## src/rtl/pcileech_com_txarb.sv

```systemverilog
// pcileech_com_txarb
// Round-robin TX arbiter that merges several fixed-size frame producers onto
// the single 32-bit communication-core TX write channel. A grant covers whole
// frames only, lasts at most MAX_BURST frames, and is released early when the
// owner has nothing queued at a frame boundary. The write side is registered.

module pcileech_com_txarb #(
  parameter int NUM_SRC   = 3,
  parameter int FRAME_DW  = 8,
  parameter int MAX_BURST = 4
) (
  input  logic                  clk,
  input  logic                  rst_n,
  input  logic [NUM_SRC-1:0]    src_valid,
  input  logic [NUM_SRC*32-1:0] src_data,
  output logic [NUM_SRC-1:0]    src_ready,
  output logic [31:0]           com_din,
  output logic                  com_din_wr_en,
  input  logic                  com_din_ready,
  output logic                  grant_valid,
  output logic [2:0]            grant_id,
  output logic [31:0]           frame_count
);

  localparam int WCW = $clog2(FRAME_DW);

  typedef enum logic [0:0] {
    ST_IDLE = 1'b0,
    ST_XFER = 1'b1
  } state_t;

  // Round-robin pick: first requester at or after (last+1) mod NUM_SRC.
  // Returns {found, index}. Walking the offsets from farthest to nearest lets
  // the nearest requester overwrite the result, so it wins.
  function automatic logic [3:0] rr_pick(input logic [NUM_SRC-1:0] req,
                                         input logic [2:0]         last);
    logic [3:0] res;
    int         idx;
    res = 4'b0000;
    for (int k = NUM_SRC; k >= 1; k--) begin
      idx = int'(last) + k;
      if (idx >= NUM_SRC) begin
        idx = idx - NUM_SRC;
      end else begin
        idx = idx;
      end
      for (int j = 0; j < NUM_SRC; j++) begin
        if ((j == idx) && req[j]) begin
          res = {1'b1, 3'(j)};
        end else begin
          res = res;
        end
      end
    end
    return res;
  endfunction

  state_t             state_r, state_s;
  logic [2:0]         grant_r, grant_s;
  logic               grant_valid_r, grant_valid_s;
  logic [2:0]         last_grant_r, last_grant_s;
  logic [WCW-1:0]     word_cnt_r, word_cnt_s;
  logic [3:0]         burst_cnt_r, burst_cnt_s;
  logic [31:0]        frame_count_r, frame_count_s;
  logic [31:0]        com_din_r, com_din_s;
  logic               wr_en_r, wr_en_s;
  logic [NUM_SRC-1:0] src_ready_s;

  logic               g_valid_s;
  logic [31:0]        g_data_s;
  logic [3:0]         pick_s;
  logic               accept_s;
  logic               frame_end_s;
  logic               burst_more_s;
  logic               boundary_s;

  assign pick_s = rr_pick(src_valid, last_grant_r);

  // Route the owning producer's valid and data through an AND-OR mux
  always_comb begin
    g_valid_s = 1'b0;
    g_data_s  = 32'h0000_0000;
    for (int i = 0; i < NUM_SRC; i++) begin
      g_valid_s = g_valid_s | (src_valid[i] & (grant_r == 3'(i)));
      g_data_s  = g_data_s  | (src_data[i*32 +: 32] & {32{grant_r == 3'(i)}});
    end
  end

  // A word moves only while the channel is owned and the TX FIFO has room
  assign accept_s     = (state_r == ST_XFER) & g_valid_s & com_din_ready;
  assign frame_end_s  = accept_s & (word_cnt_r == WCW'(FRAME_DW - 1));
  assign burst_more_s = ({1'b0, burst_cnt_r} + 5'd1) < 5'(MAX_BURST);
  // Between two frames of the same grant: no word of the next frame taken yet
  assign boundary_s   = (word_cnt_r == '0) && (burst_cnt_r != 4'd0);

  // Next-state, counters, grant bookkeeping and the ready fan-out
  always_comb begin
    state_s       = state_r;
    grant_s       = grant_r;
    grant_valid_s = grant_valid_r;
    last_grant_s  = last_grant_r;
    word_cnt_s    = word_cnt_r;
    burst_cnt_s   = burst_cnt_r;
    frame_count_s = frame_count_r;
    com_din_s     = com_din_r;
    wr_en_s       = 1'b0;
    src_ready_s   = '0;

    case (state_r)
      ST_IDLE: begin
        if (pick_s[3]) begin
          grant_s       = pick_s[2:0];
          grant_valid_s = 1'b1;
          word_cnt_s    = '0;
          burst_cnt_s   = 4'd0;
          state_s       = ST_XFER;
        end else begin
          state_s = ST_IDLE;
        end
      end

      ST_XFER: begin
        for (int i = 0; i < NUM_SRC; i++) begin
          src_ready_s[i] = com_din_ready & (grant_r == 3'(i));
        end
        if (accept_s) begin
          com_din_s = g_data_s;
          wr_en_s   = 1'b1;
          if (frame_end_s) begin
            frame_count_s = frame_count_r + 32'd1;
            burst_cnt_s   = burst_cnt_r + 4'd1;
            word_cnt_s    = '0;
            if (burst_more_s) begin
              state_s = ST_XFER;
            end else begin
              // Burst budget spent: owner drops to lowest priority
              last_grant_s  = grant_r;
              grant_valid_s = 1'b0;
              state_s       = ST_IDLE;
            end
          end else begin
            word_cnt_s = word_cnt_r + WCW'(1);
          end
        end else if (boundary_s && !g_valid_s) begin
          // Owner has nothing queued at a frame boundary: hand the channel back
          last_grant_s  = grant_r;
          grant_valid_s = 1'b0;
          state_s       = ST_IDLE;
        end else begin
          // Mid-frame stall (producer or FIFO): keep the grant, never interleave
          state_s = ST_XFER;
        end
      end

      default: begin
        grant_valid_s = 1'b0;
        state_s       = ST_IDLE;
      end
    endcase
  end

  // State and datapath registers; reset abandons any partial frame
  always_ff @(posedge clk or negedge rst_n) begin
    if (!rst_n) begin
      state_r       <= ST_IDLE;
      grant_r       <= 3'd0;
      grant_valid_r <= 1'b0;
      last_grant_r  <= 3'(NUM_SRC - 1);
      word_cnt_r    <= '0;
      burst_cnt_r   <= 4'd0;
      frame_count_r <= 32'd0;
      com_din_r     <= 32'd0;
      wr_en_r       <= 1'b0;
    end else begin
      state_r       <= state_s;
      grant_r       <= grant_s;
      grant_valid_r <= grant_valid_s;
      last_grant_r  <= last_grant_s;
      word_cnt_r    <= word_cnt_s;
      burst_cnt_r   <= burst_cnt_s;
      frame_count_r <= frame_count_s;
      com_din_r     <= com_din_s;
      wr_en_r       <= wr_en_s;
    end
  end

  assign src_ready     = src_ready_s;
  assign com_din       = com_din_r;
  assign com_din_wr_en = wr_en_r;
  assign grant_valid   = grant_valid_r;
  assign grant_id      = grant_r;
  assign frame_count   = frame_count_r;

endmodule

```

## config.mk

```make
export PLATFORM = sky130hd
export DESIGN_NAME = pcileech_com_txarb
export DESIGN_NICKNAME = d
export VERILOG_FILES = /design/src/rtl/pcileech_com_txarb.sv
export SDC_FILE = /design/constraint.sdc
export NUM_CORES = 1
export LEC_CHECK = 0
export BUFFER_PORTS_ARGS = -buffer_cell sky130_fd_sc_hd__buf_2
export CAP_MARGIN = 20
export CELL_PAD_IN_SITES_DETAIL_PLACEMENT = 0
export CELL_PAD_IN_SITES_GLOBAL_PLACEMENT = 2
export CORE_MARGIN = 1
export CORE_UTILIZATION = 30
export DETAILED_ROUTE_END_ITERATION = 12
export PLACE_DENSITY = 0.87
export SETUP_SLACK_MARGIN = 0.15
export SKIP_CTS_REPAIR_TIMING = 1
export SLEW_MARGIN = 25
export SYNTH_ARGS = -nofsm -noshare
export SYNTH_HDL_FRONTEND = slang
export SYNTH_SLANG_ARGS = --single-unit
```

## constraint.sdc

```tcl
create_clock -name clk -period 4.55 [get_ports clk]
set_input_delay 0.455 -clock clk [delete_from_list [all_inputs] [get_ports clk]]
set_output_delay 0.455 -clock clk [all_outputs]
set_load 0.01 [all_outputs]
```

==> metrics.md <==
| Metric | Value |
|---|---|
| Overall Power | 2.95 mW |
| Boundary Pins | 174 |
| Share of cells above drive strength 1 | between 30 and 40% |
| ANT nets after route | 0 |
| Post-layout min period | approximately 2500 ps |
| Mapped cell area | ~4100 µm² |
| Largest net degree at the start of global routing | 79 |
| Die width | between 100 and 150 µm |
| Die height | around 120 µm |
| Highest routed layer | met4 |
| Initial antenna violation count | 0 |
| Power per cell area | ~540 nW/µm² |
| Area of the die | between 10000 and 15000 µm² |
| Vias in the first global route | about 3400 |
| Synth Warn # | 0 |
| Global-route wire length before repair | roughly 17000 µm |
| Pre-antenna DRT Iters | 6 |
| RSZ-0062 raised after global routing | no |
| Fin. max-slew vios | 0 |
| CORE AREA | 13200 µm² |
| Most used flip-flop cell after synthesis | dfrtp_1 |
| Met1 wire length | about 4700 µm |
| Clock transition at path regs | 60 ps |
| Least-Margin Pin Slew | roughly 770 ps |
| Post-route design area | approximately 5400 µm² |
| Max_cap viols | 0 |
| Seq/Total Area, Yosys | 48.0% |
| Worst Setup Start Kind | flop |
| Final net count | between 700 and 800 |
| Final Hold Fails | 0 |
| Routed WL | between 10000 and 15000 µm |
| R2R Path Start | word_cnt_r[0]$_DFFE_PN0P_ |
| Post-synth EDFFs | 0 |
| Routed wire per std cell | approximately 14 µm |
| #FFs+latches synth | about 80 |
| CP most frequent cell | ha_1 |
| Min-Delay Path Class | primary input to async pin |
| Unique masters post-synth | 40 |
| Crit path kind | flop to flop |
| Syn_nets | 537 |
| DR WL met2 | approximately 5000 µm |
| Iter 0 DRT Violations | 131 |
| Met3 WL | about 810 µm |
| F_max | 406 MHz |
| Mean Syn Cell Area | about 9.6 µm² |
| N_diodes | 0 |
| Vias post-DR | 3614 |
| Fraction of registers with async set or reset after synthesis | 100% |
| Rows | between 40 and 50 |
| CTS Root Buffer Type | clkbuf_16 |
| Routability cong. | about 0.76 |
| Worst-path maximum fanout | 11 |
| Outcome | finished clean |
| TritonCTS Sinks | about 80 |
| DR vias/cell | 4.69 |
| Slowest CP cell | a32o_1 |
| Setup_tns | 0 ps |
| Worst path cell trace | ha_1 > ha_1 > and4b_1 > a32o_1 > o21ai_0 > o21ai_1 > mux2_2 |
| WP data required | 4810 ps |
| DP HPWL | roughly 7800 µm |
| DRC Markers | 0 |
| Port Buffer Count | 172 |
| Final setup viols | 0 |
| CTS Buffer Depth | 2 |
| Peak supply drop | 0.197 mV |
| Pleak | roughly 2.7 nW |
| Clk Latency, worst-skew pair | between 300 and 400 ps |
| Final Cycle Share | 54.1% |
| # H-tree levels | 3 |
| Worst Path Arrival | between 2000 and 3000 ps |
| Crit path capture type | flop |
| CTS tree | yes |
| Crit path largest cell delay | 410 ps |
| Global Route Usage Sum | about 15% |
| Post-Syn Instances | about 430 |
| RR Endpoint | last_grant_r[1]$_DFFE_PN1P_ |
| Placed instance area | ~5100 µm² |
| R2r setup slk | approximately 2100 ps |
| Worst r2r path cells | 7 |
| Initial core utilization | between 30 and 40% |
| Syn-to-layout area delta | 33.7% |
| Fillers | about 1300 |
| Headroom to the max-slew limit | 48.3% |
| Clock skew | ~7.1 ps |
| Num CTS Buffers | 9 |
| Total grt overflow | 0 |
[through the flow]
step | setup slack [ps] | std cells | hold slack (ps) | utilization, %
3_5_place_dp | 2130 | 755 | 462 | 38.5
5_1_grt | 1840 | 771 | 213 | 41.1
3_3_place_gp | 2240 | 755 | 470 | 38.5
4_1_cts | 2110 | 771 | 326 | 41.1
2_1_floorplan | 2460 | 426 | 159 | -
6_report | 2090 | 771 | 141 | 41.1
[cells by family after synthesis]
| group | Yosys count | synth area share [%] |
|---|---|---|
| compound gates | 85 | 11.7 |
| xor+xnor | 32 | 6.89 |
| fa+ha+maj | 9 | 2.77 |
| buf+inv | 34 | 3.54 |
| flops | 78 | 48.0 |
| mux | 36 | 8.95 |
| other cells | 1 | 0.0921 |
| simple gates | 151 | 18.0 |
[cells in the mapped netlist (2+ instances only)]
library cell	count	area (µm²)
dfrtp_1	77	1930
nor2_1	74	278
a21oi_1	69	345
mux2i_1	33	330
xnor2_1	27	236
nand2_1	20	75.1
nand3_1	17	85.1
clkbuf_1	12	45.0
inv_1	11	41.3
nand4_1	11	68.8
ha_1	9	113
and3_1	8	50.1
o21ai_0	5	25.0
xor2_1	5	43.8
buf_1	4	15.0
buf_2	4	20.0
a32o_1	3	30.0
and2_1	3	18.8
buf_4	3	22.5
mux2_2	3	33.8
nand3b_1	3	22.5
nor2b_1	3	18.8
and4b_1	2	20.0
nor3_1	2	10.0
nor3b_1	2	15.0
o21ai_1	2	10.0
[layout make-up]
class | instances | area, µm² | area share (%)
multi-input cells | 314 | 1980 | 36.4
flip-flops and latches | 78 | 1950 | 35.9
repair buffers | 176 | 897 | 16.5
clock buffers | 9 | 225 | 4.14
well taps | 176 | 220 | 4.05
clock inverters | 7 | 120 | 2.21
inverters | 11 | 41.3 | 0.759
[state kept, by name, summed over array words and instances, names as in the netlist]
register / flops
com_din_wr_en: 1
frame_count: 32
last_grant_r: 2
state_r: 1
grant_id: 2
com_din: 32
word_cnt_r: 3
burst_cnt_r: 4
grant_valid: 1
[layer usage]
layer  global-route usage (%)  up-vias
met3                     5.26       13
met4                     3.88        0
li1                         -     1798
met2                     25.6      140
met5                        0        -
met1                     18.6     1663
[worst max path at each step]
stage | from | end | slack (ps)
6_report | word_cnt_r[0]$_DFFE_PN0P_ | last_grant_r[1]$_DFFE_PN1P_ | 2090
5_1_grt | word_cnt_r[0]$_DFFE_PN0P_ | frame_count[9]$_DFFE_PN0P_ | 1840
4_1_cts | word_cnt_r[0]$_DFFE_PN0P_ | last_grant_r[1]$_DFFE_PN1P_ | 2110
3_5_place_dp | word_cnt_r[0]$_DFFE_PN0P_ | frame_count[23]$_DFFE_PN0P_ | 2130
3_3_place_gp | grant_id[0]$_DFFE_PN0P_ | frame_count[23]$_DFFE_PN0P_ | 2240
2_1_floorplan | word_cnt_r[0]$_DFFE_PN0P_ | frame_count[28]$_DFFE_PN0P_ | 2460
[cell usage in the layout, fill, tap and decap left out, drive strengths merged, types with 2 or more instances in the layout]
| cell type | count |
|---|---|
| buf | 176 |
| dfrtp | 77 |
| nor2 | 74 |
| a21oi | 69 |
| mux2i | 33 |
| xnor2 | 27 |
| nand2 | 20 |
| nand3 | 18 |
| inv | 13 |
| nand4 | 11 |
| ha | 9 |
| clkbuf | 9 |
| and3 | 8 |
| o21ai | 7 |
| xor2 | 5 |
| mux2 | 3 |
| and2 | 3 |
| a32o | 3 |
| nand3b | 3 |
| bufinv | 3 |
| nor2b | 3 |
| nor3 | 2 |
| and4b | 2 |
| nor3b | 2 |
[power by group]
| part | switching (mW) | internal [mW] | total (mW) | leakage, nW |
|---|---|---|---|---|
| Sequential | 0.148 | 0.886 | 1.03 | 0.966 |
| Combinational | 0.617 | 0.470 | 1.09 | 1.57 |
| Clock | 0.291 | 0.538 | 0.829 | 0.166 |
| Total | 1.06 | 1.89 | 2.95 | 2.70 |
[critical path: cells and delay by family (launching register included)]
family	cells	cell delay (ps)
multiplexers	1	370
AND/OR/NAND/NOR	1	320
adder cells (fa/ha/maj)	2	490
flip-flops	1	400
AO/OA/AOI/OAI	3	820
No activity file was read; power rests on OpenSTA's default activity.
